File: src/rtl/mem_stage_ctrl.sv
// Memory-stage controller: runs LDUR/LDURB/STUR against a req/gnt + rvalid
// data memory, stalls upstream while an access is outstanding, and feeds
// MEM/WB with either pass-through, bubble or completed-access values.
module mem_stage_ctrl #(
    parameter int unsigned MAX_WAIT = 15
) (
    input  logic        clk,
    input  logic        reset,
    input  logic        valid_EXM,
    input  logic        memRead_EXM,
    input  logic        memWrite_EXM,
    input  logic        byteSel_EXM,
    input  logic [63:0] ALU_result_EXM,
    input  logic [63:0] storeData_EXM,
    input  logic        regWrite_E_EXM,
    input  logic        shiftSel_EXM,
    input  logic [4:0]  regWrite_EXM,
    input  logic [63:0] shift_output_EXM,
    output logic        dmem_req,
    output logic        dmem_we,
    output logic        dmem_size,
    output logic [63:0] dmem_addr,
    output logic [63:0] dmem_wdata,
    input  logic        dmem_gnt,
    input  logic        dmem_rvalid,
    input  logic [63:0] dmem_rdata,
    output logic        stall_MEM,
    output logic        regWrite_E_MEM,
    output logic        shiftSel_MEM,
    output logic [4:0]  regWrite_MEM,
    output logic [63:0] WriteData_MEM,
    output logic [63:0] shift_output_MEM,
    output logic        mem_err
);

    localparam int unsigned CW = $clog2(MAX_WAIT + 1);

    typedef enum logic [1:0] {IDLE, REQ, WAIT, DONE} state_t;

    state_t        state, state_nx;
    logic [CW-1:0] cnt;
    logic [63:0]   h_addr, h_wdata, h_so, h_ldata;
    logic          h_we, h_size, h_rwe, h_ss;
    logic [4:0]    h_rw;
    logic          is_mem, last_cycle;
    logic          capture, ld_capture, timeout;

    assign is_mem     = valid_EXM & (memRead_EXM | memWrite_EXM);
    // The MAX_WAIT-th REQ/WAIT cycle is the last chance to complete.
    assign last_cycle = (cnt == CW'(MAX_WAIT - 1));

    // Next-state selection; a load grant is not a completion, so a grant
    // in the final allowed cycle still times out.
    always_comb begin
        state_nx   = state;
        capture    = 1'b0;
        ld_capture = 1'b0;
        timeout    = 1'b0;
        case (state)
            IDLE: begin
                if (is_mem) begin
                    state_nx = REQ;
                    capture  = 1'b1;
                end
            end
            REQ: begin
                if (dmem_gnt && h_we) begin
                    state_nx = DONE;
                end else if (last_cycle) begin
                    state_nx = DONE;
                    timeout  = 1'b1;
                end else if (dmem_gnt) begin
                    state_nx = WAIT;
                end
            end
            WAIT: begin
                if (dmem_rvalid) begin
                    state_nx   = DONE;
                    ld_capture = 1'b1;
                end else if (last_cycle) begin
                    state_nx = DONE;
                    timeout  = 1'b1;
                end
            end
            DONE:    state_nx = IDLE;
            default: state_nx = IDLE;
        endcase
    end

    // Output decode; everything is forced to 0 while reset is asserted.
    always_comb begin
        stall_MEM        = 1'b0;
        regWrite_E_MEM   = 1'b0;
        regWrite_MEM     = '0;
        shiftSel_MEM     = 1'b0;
        shift_output_MEM = '0;
        WriteData_MEM    = '0;
        dmem_req         = 1'b0;
        dmem_we          = 1'b0;
        dmem_size        = 1'b0;
        dmem_addr        = '0;
        dmem_wdata       = '0;
        if (reset) begin
            case (state)
                IDLE: begin
                    if (is_mem) begin
                        stall_MEM = 1'b1;
                    end else begin
                        regWrite_E_MEM   = valid_EXM & regWrite_E_EXM;
                        regWrite_MEM     = regWrite_EXM;
                        shiftSel_MEM     = shiftSel_EXM;
                        shift_output_MEM = shift_output_EXM;
                        WriteData_MEM    = ALU_result_EXM;
                    end
                end
                REQ: begin
                    stall_MEM  = 1'b1;
                    dmem_req   = 1'b1;
                    dmem_we    = h_we;
                    dmem_size  = h_size;
                    dmem_addr  = h_addr;
                    dmem_wdata = h_size ? {56'b0, h_wdata[7:0]} : h_wdata;
                end
                WAIT: stall_MEM = 1'b1;
                DONE: begin
                    regWrite_E_MEM   = h_rwe;
                    regWrite_MEM     = h_rw;
                    shiftSel_MEM     = h_ss;
                    shift_output_MEM = h_so;
                    WriteData_MEM    = h_we ? h_addr : h_ldata;
                end
                default: stall_MEM = 1'b0;
            endcase
        end
    end

    // State register.
    always_ff @(posedge clk or negedge reset) begin
        if (!reset) state <= IDLE;
        else        state <= state_nx;
    end

    // Holding registers, wait counter and sticky error flag.
    always_ff @(posedge clk or negedge reset) begin
        if (!reset) begin
            h_addr  <= '0;
            h_wdata <= '0;
            h_so    <= '0;
            h_ldata <= '0;
            h_we    <= 1'b0;
            h_size  <= 1'b0;
            h_rwe   <= 1'b0;
            h_ss    <= 1'b0;
            h_rw    <= '0;
            cnt     <= '0;
            mem_err <= 1'b0;
        end else begin
            if (capture) begin
                h_addr  <= ALU_result_EXM;
                h_wdata <= storeData_EXM;
                h_so    <= shift_output_EXM;
                h_ldata <= '0;
                h_we    <= memWrite_EXM;
                h_size  <= byteSel_EXM;
                h_rwe   <= regWrite_E_EXM;
                h_ss    <= shiftSel_EXM;
                h_rw    <= regWrite_EXM;
                cnt     <= '0;
            end else if (state == REQ || state == WAIT) begin
                cnt <= cnt + CW'(1);
            end
            if (ld_capture) begin
                h_ldata <= h_size ? {56'b0, dmem_rdata[7:0]} : dmem_rdata;
            end
            if (timeout) begin
                h_ldata <= '0;
                mem_err <= 1'b1;
            end
        end
    end

endmodule

File: config.mk
export PLATFORM = sky130hd
export DESIGN_NAME = mem_stage_ctrl
export DESIGN_NICKNAME = d
export VERILOG_FILES = /design/src/rtl/mem_stage_ctrl.sv
export SDC_FILE = /design/constraint.sdc
export NUM_CORES = 1
export LEC_CHECK = 0
export BUFFER_PORTS_ARGS = -buffer_cell sky130_fd_sc_hd__clkbuf_2
export CAP_MARGIN = 0
export CORE_AREA = 2 2 211 213
export DETAILED_ROUTE_END_ITERATION = 10
export DIE_AREA = 0 0 213 215
export PLACE_DENSITY = 0.65
export SLEW_MARGIN = 20
export SYNTH_ARGS = -nofsm -noshare
export SYNTH_HDL_FRONTEND = slang
export SYNTH_SLANG_ARGS = --single-unit
File: constraint.sdc
create_clock -name clk -period 2.8 [get_ports clk]
set_input_delay 0.56 -clock clk [delete_from_list [all_inputs] [get_ports clk]]
set_output_delay 0.56 -clock clk [all_outputs]
set_load 0.005 [all_outputs]
-- After elaboration in Yosys (flattened, before gate mapping)
Cells that the tools add are included.
- add/sub/neg operators: 1
- equal/unequal tests: 7
- multiplexer cells: 50
- bitwise operators: 3
- reductions and logical operators: 7
- operators by type and width (kind ; count):
    64-bit two-way mux ; 14
    64-bit one-hot mux with 2 select lines ; 2
    1-bit two-way mux ; 18
    2-bit two-way mux ; 6
    5-bit two-way mux ; 2
    5-bit one-hot mux with 2 select lines ; 1
    4-bit two-way mux ; 2
    1-bit one-hot mux with 2 select lines ; 4
    2-bit one-hot mux with 4 select lines ; 1
    4-bit by 1-bit adder with 4-bit output, second input constant ; 1
    2-bit equality test, second input constant ; 2
    4-bit equality test, second input constant ; 1
    4-bit inequality test, second input constant ; 1
    3-bit inequality test, second input constant ; 1
    3-bit AND reduction ; 1
    3-bit nonzero test ; 1
    1-bit AND ; 2
    2-bit by 1-bit equality test with 1-bit output, second input constant ; 1
    2-bit zero test ; 1
    2-bit inequality test, second input constant ; 1
    2-bit nonzero test ; 1
    2-bit OR reduction ; 1
    1-bit logical AND ; 1
    1-bit logical OR ; 1
    1-bit bitwise OR ; 1
- register bits after elaboration: 272
- input bits: 271
- output and inout bits: 268
- logic and storage cells: 80

-- Logic depth before layout (Yosys ltp)
Gate-level depths: netlist (run 1).
- word-level depth: 7
- mapped depth: 9
- gate-level depth less buffers: 6

-- Worst setup path before layout (run 1)
Ideal clock, no wire load.
- kind: register -> output
- start: register state[0]
- end: output port WriteData_MEM[17]
- data arrival time: 1.916 ns
- setup slack: 0.324 ns
- cell stages (with the launch flop): 9
- buffers on the path: 4
- path through: dfrtp_1 -> inv_1 -> ha_1 -> buf_2 -> nand2b_1 -> clkbuf_1 -> clkbuf_1 -> clkbuf_1 -> nor2_1
- word-level cells in the longest chain between the ends: 3
- elaborated cells on any way between the ends: 4
- ends and longest elaborated chain (what ; line ; RTL):
    start, declared ; 40 ; state_t state, state_nx;
    start signal, assigned ; 140 ; else state <= state_nx;
    2-bit equality test / 2-bit zero test (equally long branches) ; 104 ; case (state)
    64-bit one-hot mux with 2 select lines (*) ; 104 ;
    64-bit two-way mux (*) ; 103 ; if (reset) begin
    end, declared ; 31 ; output logic [63:0] WriteData_MEM,
Every way passes the cells marked *; elsewhere a longest branch is shown, timed or not.

-- Worst setup path in the final report (run 1)
- start: register state[0]
- end: output port shift_output_MEM[20]
- word-level cells in the longest chain between the ends: 3
- elaborated cells on any way between the ends: 4
- ends and longest elaborated chain (what ; line ; RTL):
    2-bit equality test / 2-bit zero test (equally long branches) ; 104 ;
    64-bit one-hot mux with 2 select lines (*) ; 104 ;
    64-bit two-way mux (*) ; 103 ;
    end, declared ; 32 ; output logic [63:0] shift_output_MEM,
Marks and branches as above.

==> run summary, run 1 <==
Run status - complete, no violations
Remaining number of nets flagged by the antenna check after routing - 0
Die ar. - 45800 µm²
Leakage - 10.2 nW
CTS Buffer Depth - 3
Fraction of layout instances using a drive strength above 1 - 35.2%
Worst path arrival time - 2.17 ns
Starting utilization of the core area - 31.3%
Netlist area before placement - 13600 µm²
# placed instances - 2620
Largest fanout of any net on the critical path - 11
Gate count after technology mapping - 1587
Proportion of synthesized chip area in sequential cells - 49.9%
Drc violations - 0
CTS tree - done
Clock-pin slew on the worst setup and hold paths - 0.06 ns
Max-slew headroom at the worst pin - 51.8%
Setup crit start - state[0]
Worst Path Class, Setup - flop to primary output
Max-slew violation count - 0
Proportion of synthesized flip-flops having asynchronous set or reset - 100%
Synth-to-layout area growth - 36.3%
Number of nets in the final layout - 2376
Count of TritonRoute iterations in the first routing pass - 7
Number of register bits inferred by synthesis - 272
Worst vdd rail ir drop - 0.450 mV
Worst flop-to-flop path endpoint - h_ldata[47]
Total number of yosys warnings - 0
Die Span X - 213 µm
Most frequent cell after synthesis - sky130_fd_sc_hd__nand2_1
Cell taking the most area after synthesis - sky130_fd_sc_hd__dfrtp_1
Worst slew pin tran - 0.722 ns
Number of I/O pins - 539
Worst-skew pair later-pin latency - 0.56 ns
Vias per inst - 4.97
Vias after detailed routing - 13.5k
Average cell area after synthesis - 8.60 µm²
Biggest area contributors in the synthesized netlist - sky130_fd_sc_hd__dfrtp_1 (50%), sky130_fd_sc_hd__nand2_1 (17%), sky130_fd_sc_hd__a22oi_1 (7.4%)
Crit Reg-Reg Startpoint - state[1]
Height of the chip - 215 µm
Number of sinks on the clock net - 272
Xor and xnor fraction of the mapped netlist area - 0.193%
Post-synth top cells - sky130_fd_sc_hd__nand2_1 (605), sky130_fd_sc_hd__dfrtp_1 (272), sky130_fd_sc_hd__nor2_1 (141)
Startpoint type of the worst setup path - flop
Post-layout utilization of the core - 42.6%
Unrepaired setup endpoints after global routing - true
Number of max-cap violations - 0
Master cell of the clock root buffer - sky130_fd_sc_hd__clkbuf_16
Areal power density over the cells - 1040 nW/µm²
Final Routed Wirelength - 49.9 mm
Worst Slack Setup Final - 0.0665 ns
Post-DP Area - 17100 µm²
Tightest Hold Check Type - input pin to async pin
Synth unique cells - 36
Wire length per cell - 18.4 µm
Simple-Gate Fraction of Synth Area - 27.0%
Pin count of the biggest net entering global routing - 122
Time the worst path needs with I/O delays and setup - 2.73 ns
Final Hold Vio Count - 0
Combined global-route utilization of all metal layers - 20.5%
Half-perimeter wire length after placement - 33.1 mm
Area of the core region - 43600 µm²
Number of synthesized flops with an enable pin - 0
Required time of the critical path - 2.24 ns
Global-route wire length before repair - 74.8 mm
RePlAce Congestion - 0.900
Cells on worst reg2reg path - 8
# rows - 77
Most used DFF post-synth - sky130_fd_sc_hd__dfrtp_1
Synthesized Nets - 1865
Worst setup slack for register-to-register paths - 0.42 ns
Combinational family with the most area after synthesis - simple AND/OR/NAND/NOR gates
First-iteration detailed-routing DRC count - 1106
Number of buffers created by CTS - 30
Complex-gate fraction of the synthesized area - 12.3%
Maximum clock frequency - 0.366 GHz
Number of buffer cells added on primary ports - 538
Fin Setup TNS - 0 ns
Synth top area share - 49.9%
GRT Residual Overflow - 0
Crit. End Element - primary output
Total number of H-tree levels - 1
Part of the cycle the worst path needs - 97.6%
Worst clock skew - 0.0107 ns
Fill cell instance count of the final layout - 4390
Adder-cell share of the synthesized area - 0.642%
Worst-case setup slack after placement - 0.292 ns
Final instance count without filler cells - 2714
Via count of the first global-routing pass - 13.1k
Number of antenna violations at the first check in global routing - 2
Finish-stage setup viols - 0
Mux cell area share after synthesis - 5.44%
Post-layout instance area - 18600 µm²
==> worst max-delay path, stage by stage (launching register included) <==
cell and delay (ns):
sky130_fd_sc_hd__dfrtp_2 0.45, sky130_fd_sc_hd__inv_4 0.09, sky130_fd_sc_hd__ha_4 0.18, sky130_fd_sc_hd__and2_4 0.20, sky130_fd_sc_hd__buf_12 0.16, sky130_fd_sc_hd__clkbuf_16 0.19, sky130_fd_sc_hd__a22oi_1 0.08, sky130_fd_sc_hd__nor2_1 0.12
sky130_fd_sc_hd__clkbuf_2 0.12
==> cells by family (layout without fill, tap and decap cells) <==
family,after synthesis,after routing
compound gates,210,210
xor+xnor,3,3
fa+ha+maj,7,7
buf+inv,142,674
flops,272,272
mux,66,66
other cells,0,1
simple gates,887,889
==> metrics by stage <==
step / hold WS, ns / power, W
finish: 0.0500 / 0.0194
global placement: 0.389 / 0.0143
global route: 0.0721 / 0.0207
CTS: 0.0551 / 0.0191
floorplan: 0.264 / 0.0116
detailed placement: 0.390 / 0.0145
==> sequential cells by signal, indices dropped and copies added, names as in the netlist, 2 cells and up <==
name     flops
h_rw         5
h_wdata     64
state        2
h_so        64
cnt          4
h_ldata     64
h_addr      64
==> how the worst max path moves through the flow <==
stage / end / slack, ns
floorplan: WriteData_MEM[17] / 0.32
global placement: shift_output_MEM[55] / 0.35
detailed placement: shift_output_MEM[55] / 0.29
CTS: dmem_wdata[20] / -0.01
global route: shift_output_MEM[28] / -0.009
finish: shift_output_MEM[20] / 0.07
==> cell type report <==
class | count | area [µm²] | share of cell area, %
timing repair buffer | 611 | 3650 | 19.6
inverter | 8 | 35.0 | 0.188
multi-input combinational | 1175 | 6330 | 34.0
clock buffer | 48 | 940 | 5.05
clock inverter | 7 | 87.6 | 0.471
tap | 592 | 741 | 3.98
antenna | 1 | 2.50 | 0.0135
sequential | 272 | 6810 | 36.6
==> routing by layer <==
| metal | track usage (%) | part of all wire (%) |
|---|---|---|
| met2 | 34.4 | 48 |
| met3 | 3.35 | 6.9 |
| met5 | 0 | 0.046 |
| met4 | 6.11 | 2.8 |
| met1 | 27.1 | 42 |
==> layout by cell type (no fill, tap or decap), types with 4 or more instances in the layout <==
cell	count
sky130_fd_sc_hd__a22o_1	64
sky130_fd_sc_hd__a22oi_1	130
sky130_fd_sc_hd__a22oi_2	4
sky130_fd_sc_hd__and2_1	56
sky130_fd_sc_hd__and3_1	75
sky130_fd_sc_hd__buf_12	22
sky130_fd_sc_hd__buf_2	8
sky130_fd_sc_hd__buf_4	39
sky130_fd_sc_hd__buf_8	4
sky130_fd_sc_hd__clkbuf_1	7
sky130_fd_sc_hd__clkbuf_16	35
sky130_fd_sc_hd__clkbuf_2	529
sky130_fd_sc_hd__clkbuf_8	11
sky130_fd_sc_hd__clkinv_2	4
sky130_fd_sc_hd__dfrtp_1	269
sky130_fd_sc_hd__ha_1	4
sky130_fd_sc_hd__inv_1	6
sky130_fd_sc_hd__mux2_2	65
sky130_fd_sc_hd__nand2_1	605
sky130_fd_sc_hd__nor2_1	140
==> timing repair <==
item / 4_1_cts / 5_1_grt
buffers inserted: 16 / 15
pin swaps: 2 / 10
gates cloned: 4 / 4
resized for setup: 12 / 19
endpoints found under the setup margin: 253 / 168
endpoints found under the hold margin: 4 / 0
hold buffers: 1 / 0
==> power breakdown <==
group / internal, W / leakage (nW) / switching, W
registers: 0.00578 / 3.45 / 0.00112
clock network: 0.00246 / 0.506 / 0.00163
logic: 0.00376 / 6.24 / 0.00462
total: 0.0120 / 10.2 / 0.00736
(Power assumes the default switching activity.)
==> run 2: changes to the inputs <==
--- a/config.mk
+++ b/config.mk
@@ -11,6 +11,7 @@
 export DETAILED_ROUTE_END_ITERATION = 10
 export DIE_AREA = 0 0 213 215
 export PLACE_DENSITY = 0.65
+export REMOVE_ABC_BUFFERS = 1
 export SLEW_MARGIN = 20
 export SYNTH_ARGS = -nofsm -noshare
 export SYNTH_HDL_FRONTEND = slang
==> run 2 against run 1 <==
Net effect:
- flip-flop and latch count unchanged
- global-route usage increased by 0.42 points
- clock-buffer cell count decreased by 2
- power increased by 1.3%
- fmax decreased by 0.86%
- hold slack improved by 0.021 ns
- final cell count decreased by 0.70%
- combinational power decreased by 2%
- setup slack got worse by 0.024 ns
==> run summary, run 2 (synthesized netlist as in run 1, its figures left out) <==
Vias per inst - 5.03 (was 4.97)
Crit-path leading delay family - simple AND/OR/NAND/NOR gates (was buffers and inverters)
Clock-pin slew on the worst setup and hold paths - 0.06 ns (about the same)
Max-slew violation count - 0 (unchanged)
Crit. End Element - primary output (unchanged)
Part of the cycle the worst path needs - 98.5% (was 97.6%)
Global-route wire length before repair - 74.9 mm (was 74.8 mm)
First-iteration detailed-routing DRC count - 1028 (was 1106)
Worst vdd rail ir drop - 0.553 mV (was 0.450 mV)
Die ar. - 45800 µm² (unchanged)
Number of nets in the final layout - 2357 (was 2376)
Synth-to-layout area growth - 36.0% (was 36.3%)
Leakage - 10.2 nW (about the same)
Required time of the critical path - 2.24 ns (about the same)
Wire length per cell - 18.5 µm (was 18.4 µm)
Master cell of the clock root buffer - sky130_fd_sc_hd__clkbuf_16 (unchanged)
Die Span X - 213 µm (unchanged)
Number of sinks on the clock net - 272 (unchanged)
Fill cell instance count of the final layout - 4367 (was 4390)
Areal power density over the cells - 1060 nW/µm² (was 1040 nW/µm²)
Area of the core region - 43600 µm² (unchanged)
Final Routed Wirelength - 50.0 mm (was 49.9 mm)
Height of the chip - 215 µm (unchanged)
Worst-skew pair later-pin latency - 0.53 ns (was 0.56 ns)
Number of max-cap violations - 0 (unchanged)
Pin count of the biggest net entering global routing - 129 (was 122)
Via count of the first global-routing pass - 13.5k (was 13.1k)
Ordered cell list for the critical path - inv_2 > ha_4 > nand2b_4 > buf_12 > nor2_1 > clkbuf_2 (was inv_4 > ha_4 > and2_4 > buf_12 > clkbuf_16 > a22oi_1 > nor2_1 > clkbuf_2)
CTS Buffer Depth - 3 (unchanged)
Largest stage delay on the critical path - 0.42 ns (was 0.45 ns)
Count of TritonRoute iterations in the first routing pass - 5 (was 7)
# rows - 77 (unchanged)
Vias after detailed routing - 13.6k (was 13.5k)
Fraction of layout instances using a drive strength above 1 - 34.8% (was 35.2%)
Run status - complete, no violations (unchanged)
Overall power of the completed layout - 0.0196 W (was 0.0194 W)
Area used by multi-input combinational logic - 6300 µm² (was 6330 µm²)
Number of buffer cells added on primary ports - 538 (unchanged)
Hold-fix buffers at CTS - 0 (was 1)
Time the worst path needs with I/O delays and setup - 2.76 ns (was 2.73 ns)
Power dissipated by switching net loads - 0.00747 W (was 0.00736 W)
Combined global-route utilization of all metal layers - 20.9% (was 20.5%)
Unrepaired setup endpoints after global routing - true (unchanged)
Worst slew pin tran - 0.709 ns (was 0.722 ns)
Worst path arrival time - 2.20 ns (was 2.17 ns)
Area of all sequential standard cells - 6810 µm² (unchanged)
RePlAce Congestion - 0.837 (was 0.900)
Worst setup slack for register-to-register paths - 0.44 ns (was 0.42 ns)
Final Hold Vio Count - 0 (unchanged)
Number of I/O pins - 539 (unchanged)
Remaining number of nets flagged by the antenna check after routing - 0 (unchanged)
Most used cells in the layout excluding fill and tap cells - sky130_fd_sc_hd__nand2_1 (605), sky130_fd_sc_hd__clkbuf_2 (537), sky130_fd_sc_hd__dfrtp_1 (269), sky130_fd_sc_hd__nor2_1 (140), sky130_fd_sc_hd__a22oi_1 (134) (was sky130_fd_sc_hd__nand2_1 (605), sky130_fd_sc_hd__clkbuf_2 (529), sky130_fd_sc_hd__dfrtp_1 (269), sky130_fd_sc_hd__nor2_1 (140), sky130_fd_sc_hd__a22oi_1 (130))
Fin Setup TNS - 0 ns (unchanged)
Largest fanout of any net on the critical path - 55 (was 11)
Worst path bufs/invs - 3 (was 4)
Finish-stage setup viols - 0 (unchanged)
Seq pwr share - 35.2% (was 35.6%)
Half-perimeter wire length after placement - 32.2 mm (was 33.1 mm)
Internal - 0.0121 W (was 0.0120 W)
Worst Path Class, Setup - flop to primary output (unchanged)
Max-slew headroom at the worst pin - 52.7% (was 51.8%)
Maximum clock frequency - 0.363 GHz (was 0.366 GHz)
Slowest stage cell on the critical path - sky130_fd_sc_hd__dfrtp_2 (unchanged)
Worst clock skew - 0.00701 ns (was 0.0107 ns)
GRT Residual Overflow - 0 (unchanged)
Starting utilization of the core area - 31.3% (unchanged)
CTS tree - done (unchanged)
Total number of H-tree levels - 2 (was 1)
Drc violations - 0 (unchanged)
Number of antenna violations at the first check in global routing - 2 (unchanged)
Comb pwr share - 41.8% (was 43.2%)
Switching share of total power - 38.1% (was 38.0%)
Startpoint type of the worst setup path - flop (unchanged)
Tightest Hold Check Type - input pin to async pin (unchanged)
Clock group share of total power - 23.0% (was 21.1%)
Most frequent standard cell in the layout excluding fill and tap cells - sky130_fd_sc_hd__nand2_1 (unchanged)
Number of buffers created by CTS - 34 (was 30)
run 2: power by group through the flow:
stage / Clock [W] / Sequential, W / Combinational, W
2_1_floorplan: 0 / 0.00663 / 0.00481
3_5_place_dp: 0 / 0.00696 / 0.00754
5_1_grt: 0.00479 / 0.00711 / 0.00900
6_report: 0.00452 / 0.00690 / 0.00819
3_3_place_gp: 0 / 0.00688 / 0.00736
4_1_cts: 0.00463 / 0.00690 / 0.00816
run 2: per-stage QoR:
stage / hold slack [ns] / cells / setup slack [ns] / utilization [%] / instance area [µm²]
final: 0.0712 / 2695 / 0.0428 / 42.5 / 18600
after floorplan: 0.264 / 1453 / -7.89 / - / 13100
after global routing: 0.0824 / 2695 / -0.00477 / 42.5 / 18600
after CTS: 0.0674 / 2689 / 0.0397 / 42.5 / 18500
after detailed placement: 0.454 / 2617 / 0.291 / 39.1 / 17100
after global placement: 0.449 / 2617 / 0.328 / 39.1 / 17100
run 2: layer usage:
layer	vias to the layer above	routed length (µm)	part of all wire (%)	track usage [%]
met5	-	0	0	0
met2	613	24000	48	35.7
met4	0	1900	3.8	8.39
met1	6608	20100	40	25.3
met3	110	4020	8.1	4.94
li1	6235	-	-	-
run 2: area by class of cell:
| class | count | share of cell area (%) |
|---|---|---|
| antenna | 1 | 0.0135 |
| timing repair buffer | 590 | 19.0 |
| inverter | 8 | 0.175 |
| sequential | 272 | 36.7 |
| multi-input combinational | 1173 | 33.9 |
| clock inverter | 13 | 0.654 |
| tap | 592 | 3.99 |
| clock buffer | 46 | 5.55 |
run 2: path summary, 6_finish.rpt:
path / from / end / depth (start not counted)
hold reg to reg: h_wdata[49] / h_wdata[49] / 2
setup / recovery: state[0] / shift_output_MEM[17] / 6
min in group clk: storeData_EXM[31] / h_wdata[31] / 3
setup reg to reg: state[0] / h_ldata[36] / 8
hold / removal: reset / h_ldata[53] / 2
max in group asynchronous: reset / h_so[43] / 3
run 2: what timing repair did:
item,in CTS,in global routing
setup endpoints to repair,145,54
cloned,6,1
resized for setup,17,3
buffers inserted,7,6
==> run 3: changes to the inputs <==
--- a/config.mk
+++ b/config.mk
@@ -5,12 +5,14 @@
 export SDC_FILE = /design/constraint.sdc
 export NUM_CORES = 1
 export LEC_CHECK = 0
+export ABC_AREA = 1
 export BUFFER_PORTS_ARGS = -buffer_cell sky130_fd_sc_hd__clkbuf_2
 export CAP_MARGIN = 0
-export CORE_AREA = 2 2 211 213
+export CORE_AREA = 2 2 212 214
+export CTS_BUF_LIST = sky130_fd_sc_hd__clkbuf_16
 export DETAILED_ROUTE_END_ITERATION = 10
-export DIE_AREA = 0 0 213 215
-export PLACE_DENSITY = 0.65
+export DIE_AREA = 0 0 214 216
+export PLACE_DENSITY = 0.66
 export REMOVE_ABC_BUFFERS = 1
 export SLEW_MARGIN = 20
 export SYNTH_ARGS = -nofsm -noshare
==> run 3 against run 2 <==
Net effect:
- sequential power shrank 4.8%
- final area grew 3.2%
- fmax grew 0.70%
- via count grew 14%
- clock skew grew 0.0067 ns
- die area grew 0.94%
- global-route usage grew 0.88 points
- combinational power grew 5.0%
- hold slack gained 0.089 ns
==> run summary, run 3 <==
Run status - complete, no violations (unchanged)
Top routing layer in use - met5 (was met4)
Proportion of synthesized flip-flops having asynchronous set or reset - 100% (unchanged)
Die ar. - 46200 µm² (was 45800 µm²)
Netlist area before placement - 14500 µm² (was 13600 µm²)
Cell taking the most area after synthesis - sky130_fd_sc_hd__dfrtp_1 (unchanged)
Starting utilization of the core area - 33.1% (was 31.3%)
Number of buffer cells added on primary ports - 538 (unchanged)
Required time of the critical path - 2.24 ns (about the same)
Count of TritonRoute iterations in the first routing pass - 6 (was 5)
Most frequent cell after synthesis - sky130_fd_sc_hd__nand2_1 (unchanged)
Part of the cycle the worst path needs - 97.8% (was 98.5%)
Finish-stage setup viols - 0 (unchanged)
Average cell area after synthesis - 7.23 µm² (was 8.60 µm²)
Die Span X - 214 µm (was 213 µm)
Worst vdd rail ir drop - 0.417 mV (was 0.553 mV)
Worst path bufs/invs - 4 (was 3)
Number of I/O pins - 539 (unchanged)
Synth top area share - 46.9% (was 49.9%)
Most used DFF post-synth - sky130_fd_sc_hd__dfrtp_1 (unchanged)
Fraction of layout instances using a drive strength above 1 - 27.2% (was 34.8%)
Areal power density over the cells - 1030 nW/µm² (was 1060 nW/µm²)
Max-slew violation count - 0 (unchanged)
Master cell of the clock root buffer - sky130_fd_sc_hd__clkbuf_16 (unchanged)
Worst Slack Setup Final - 0.0621 ns (was 0.0428 ns)
Pin count of the biggest net entering global routing - 178 (was 129)
Number of nets in the final layout - 2744 (was 2357)
Startpoint type of the worst setup path - flop (unchanged)
Worst slew pin tran - 1.01 ns (was 0.709 ns)
Most used cells in the layout excluding fill and tap cells - sky130_fd_sc_hd__nand2_1 (678), sky130_fd_sc_hd__clkbuf_2 (537), sky130_fd_sc_hd__dfrtp_1 (269), sky130_fd_sc_hd__nand3_1 (209), sky130_fd_sc_hd__nor2_1 (190) (was sky130_fd_sc_hd__nand2_1 (605), sky130_fd_sc_hd__clkbuf_2 (537), sky130_fd_sc_hd__dfrtp_1 (269), sky130_fd_sc_hd__nor2_1 (140), sky130_fd_sc_hd__a22oi_1 (134))
Largest stage delay on the critical path - 0.44 ns (was 0.42 ns)
GRT Residual Overflow - 0 (unchanged)
Time the worst path needs with I/O delays and setup - 2.74 ns (was 2.76 ns)
Ordered cell list for the critical path - inv_2 > ha_4 > clkinvlp_4 > nand2_8 > clkbuf_16 > a21oi_1 > clkbuf_2 (was inv_2 > ha_4 > nand2b_4 > buf_12 > nor2_1 > clkbuf_2)
Tightest Hold Check Type - input pin to async pin (unchanged)
Clock-pin slew on the worst setup and hold paths - 0.06 ns (about the same)
# rows - 77 (unchanged)
Global-route wire length before repair - 81.0 mm (was 74.9 mm)
Final Hold Vio Count - 0 (unchanged)
Post-layout utilization of the core - 43.7% (was 42.5%)
Proportion of synthesized chip area in sequential cells - 46.9% (was 49.9%)
Gate count after technology mapping - 2009 (was 1587)
Biggest area contributors in the synthesized netlist - sky130_fd_sc_hd__dfrtp_1 (47%), sky130_fd_sc_hd__nand2_1 (18%), sky130_fd_sc_hd__nand3_1 (7.2%) (was sky130_fd_sc_hd__dfrtp_1 (50%), sky130_fd_sc_hd__nand2_1 (17%), sky130_fd_sc_hd__a22oi_1 (7.4%))
Number of register bits inferred by synthesis - 272 (unchanged)
Met3 wire length - 4.42 mm (was 4.02 mm)
Number of sinks on the clock net - 272 (unchanged)
Worst path arrival time - 2.18 ns (was 2.20 ns)
Height of the chip - 216 µm (was 215 µm)
Slowest stage cell on the critical path - sky130_fd_sc_hd__dfrtp_2 (unchanged)
Crit-path leading delay family - buffers and inverters (was simple AND/OR/NAND/NOR gates)
Unrepaired setup endpoints after global routing - true (unchanged)
Wl on met1 - 21.9 mm (was 20.1 mm)
Largest fanout of any net on the critical path - 8 (was 55)
Number of buffers created by CTS - 34 (unchanged)
Maximum clock frequency - 0.365 GHz (was 0.363 GHz)
Number of max-cap violations - 0 (unchanged)
Worst-case setup slack after placement - 0.396 ns (was 0.291 ns)
Total number of H-tree levels - 2 (unchanged)
Detailed-routed wire length on met2 - 25.3 mm (was 24.0 mm)
Vias per inst - 5.01 (was 5.03)
Max-slew headroom at the worst pin - 32.6% (was 52.7%)
Number of antenna violations at the first check in global routing - 3 (was 2)
Drc violations - 0 (unchanged)
Total number of yosys warnings - 0 (unchanged)
Via count of the first global-routing pass - 14.7k (was 13.5k)
CTS tree - done (unchanged)
Worst Path Class, Setup - flop to primary output (unchanged)
Hold-fix buffers at CTS - 0 (unchanged)
Synth-to-layout area growth - 32.0% (was 36.0%)
CTS Buffer Depth - 3 (unchanged)
Leakage - 9.90 nW (was 10.2 nW)
Area of the core region - 43800 µm² (was 43600 µm²)
Worst clock skew - 0.0138 ns (was 0.00701 ns)
Most frequent standard cell in the layout excluding fill and tap cells - sky130_fd_sc_hd__nand2_1 (unchanged)
Post-synth top cells - sky130_fd_sc_hd__nand2_1 (683), sky130_fd_sc_hd__dfrtp_1 (272), sky130_fd_sc_hd__nand3_1 (209) (was sky130_fd_sc_hd__nand2_1 (605), sky130_fd_sc_hd__dfrtp_1 (272), sky130_fd_sc_hd__nor2_1 (141))
Remaining number of nets flagged by the antenna check after routing - 0 (unchanged)
Combined global-route utilization of all metal layers - 21.8% (was 20.9%)
Crit. End Element - primary output (unchanged)
First-iteration detailed-routing DRC count - 1384 (was 1028)
Worst-skew pair later-pin latency - 0.53 ns (about the same)
Half-perimeter wire length after placement - 34.2 mm (was 32.2 mm)
Final Routed Wirelength - 52.8 mm (was 50.0 mm)
Wire length per cell - 17.1 µm (was 18.5 µm)
RePlAce Congestion - 0.962 (was 0.837)
Synth unique cells - 20 (was 36)
Vias after detailed routing - 15.4k (was 13.6k)
Number of synthesized flops with an enable pin - 0 (unchanged)
==> run 3: cell count changes after synthesis, sizes merged, moves of 75 or more <==
| cell | before | now |
|---|---|---|
| a22oi | 134 | 0 |
| inv | 8 | 146 |
| nand2 | 605 | 683 |
| nand3 | 0 | 210 |
| o21ai | 2 | 134 |
| a21oi | 2 | 136 |
| and3 | 75 | 0 |
==> run 3: what timing repair did <==
item,in CTS,in global routing
cloned,4,3
resized for setup,30,14
setup buffers,1,5
pin swaps,1,2
hold endpoints to repair,0,0
setup endpoints to repair,191,114
==> run 3: where the power goes <==
part | internal [W] | switching, W | total (W)
Combinational | 0.00304 | 0.00556 | 0.00860
Clock | 0.00282 | 0.00176 | 0.00458
Sequential | 0.00573 | 0.000845 | 0.00657
Total | 0.0116 | 0.00816 | 0.0198
==> run 3: metrics by stage <==
step                      TNS [ns]  power, W  hold slack, ns  area [µm²]  instances
final                            0    0.0198           0.160       19200       3084
after floorplan           -1450.78    0.0112           0.264       13600       1846
after global placement           0    0.0141           0.452       17600       3009
after detailed placement         0    0.0143           0.453       17600       3009
after CTS                        0    0.0196           0.147       19000       3075
after global routing         -1.02    0.0212           0.172       19200       3084
==> run 3: final timing paths <==
kind                       cells after the start  slack [ns]              start                  end
setup / recovery                               7        0.06           state[0]  shift_output_MEM[5]
hold / removal                                 2        0.16              reset          h_ldata[39]
setup reg to reg                               8        0.82               h_we           h_ldata[7]
hold reg to reg                                2        0.47            mem_err              mem_err
max in group asynchronous                      3        1.38              reset                 h_we
min in group clk                               3        0.25  storeData_EXM[12]          h_wdata[12]
==> run 3: cell type report <==
cell class,instances,area (µm²)
fill,4468,24700
sequential,272,6810
multi-input combinational,1428,6450
timing repair buffer,584,3450
clock buffer,35,876
tap,592,741
inverter,146,559
clock inverter,26,273
antenna,1,2.50
==> run 3: worst register-to-register path, stage by stage (launching register included) <==
cell and delay (ns):
sky130_fd_sc_hd__dfrtp_4 0.72, sky130_fd_sc_hd__buf_12 0.26, sky130_fd_sc_hd__nand2_1 0.10, sky130_fd_sc_hd__nand2_1 0.06, sky130_fd_sc_hd__nand2_1 0.10, sky130_fd_sc_hd__nand2_4 0.13
sky130_fd_sc_hd__buf_12 0.26, sky130_fd_sc_hd__nand3_1 0.22, sky130_fd_sc_hd__nand2_1 0.09
==> run 3: layer usage <==
metal  track usage, %  vias up
met5                0        -
met4             6.32        4
met3             4.96       82
met2             36.7      734
met1             28.0     7301
li1                 -     7322
==> run 3: logic make-up (layout without fill, tap and decap cells) <==
kind of cell | after synthesis | count (layout) | synth area share (%)
AND/OR/NAND/NOR | 1085 | 1085 | 29.9
buffers and inverters | 309 | 791 | 9.77
other | 0 | 1 | 0
adder cells (fa/ha/maj) | 7 | 7 | 0.603
XOR/XNOR | 1 | 1 | 0.0603
flip-flops | 272 | 272 | 46.9
AO/OA/AOI/OAI | 335 | 335 | 12.7
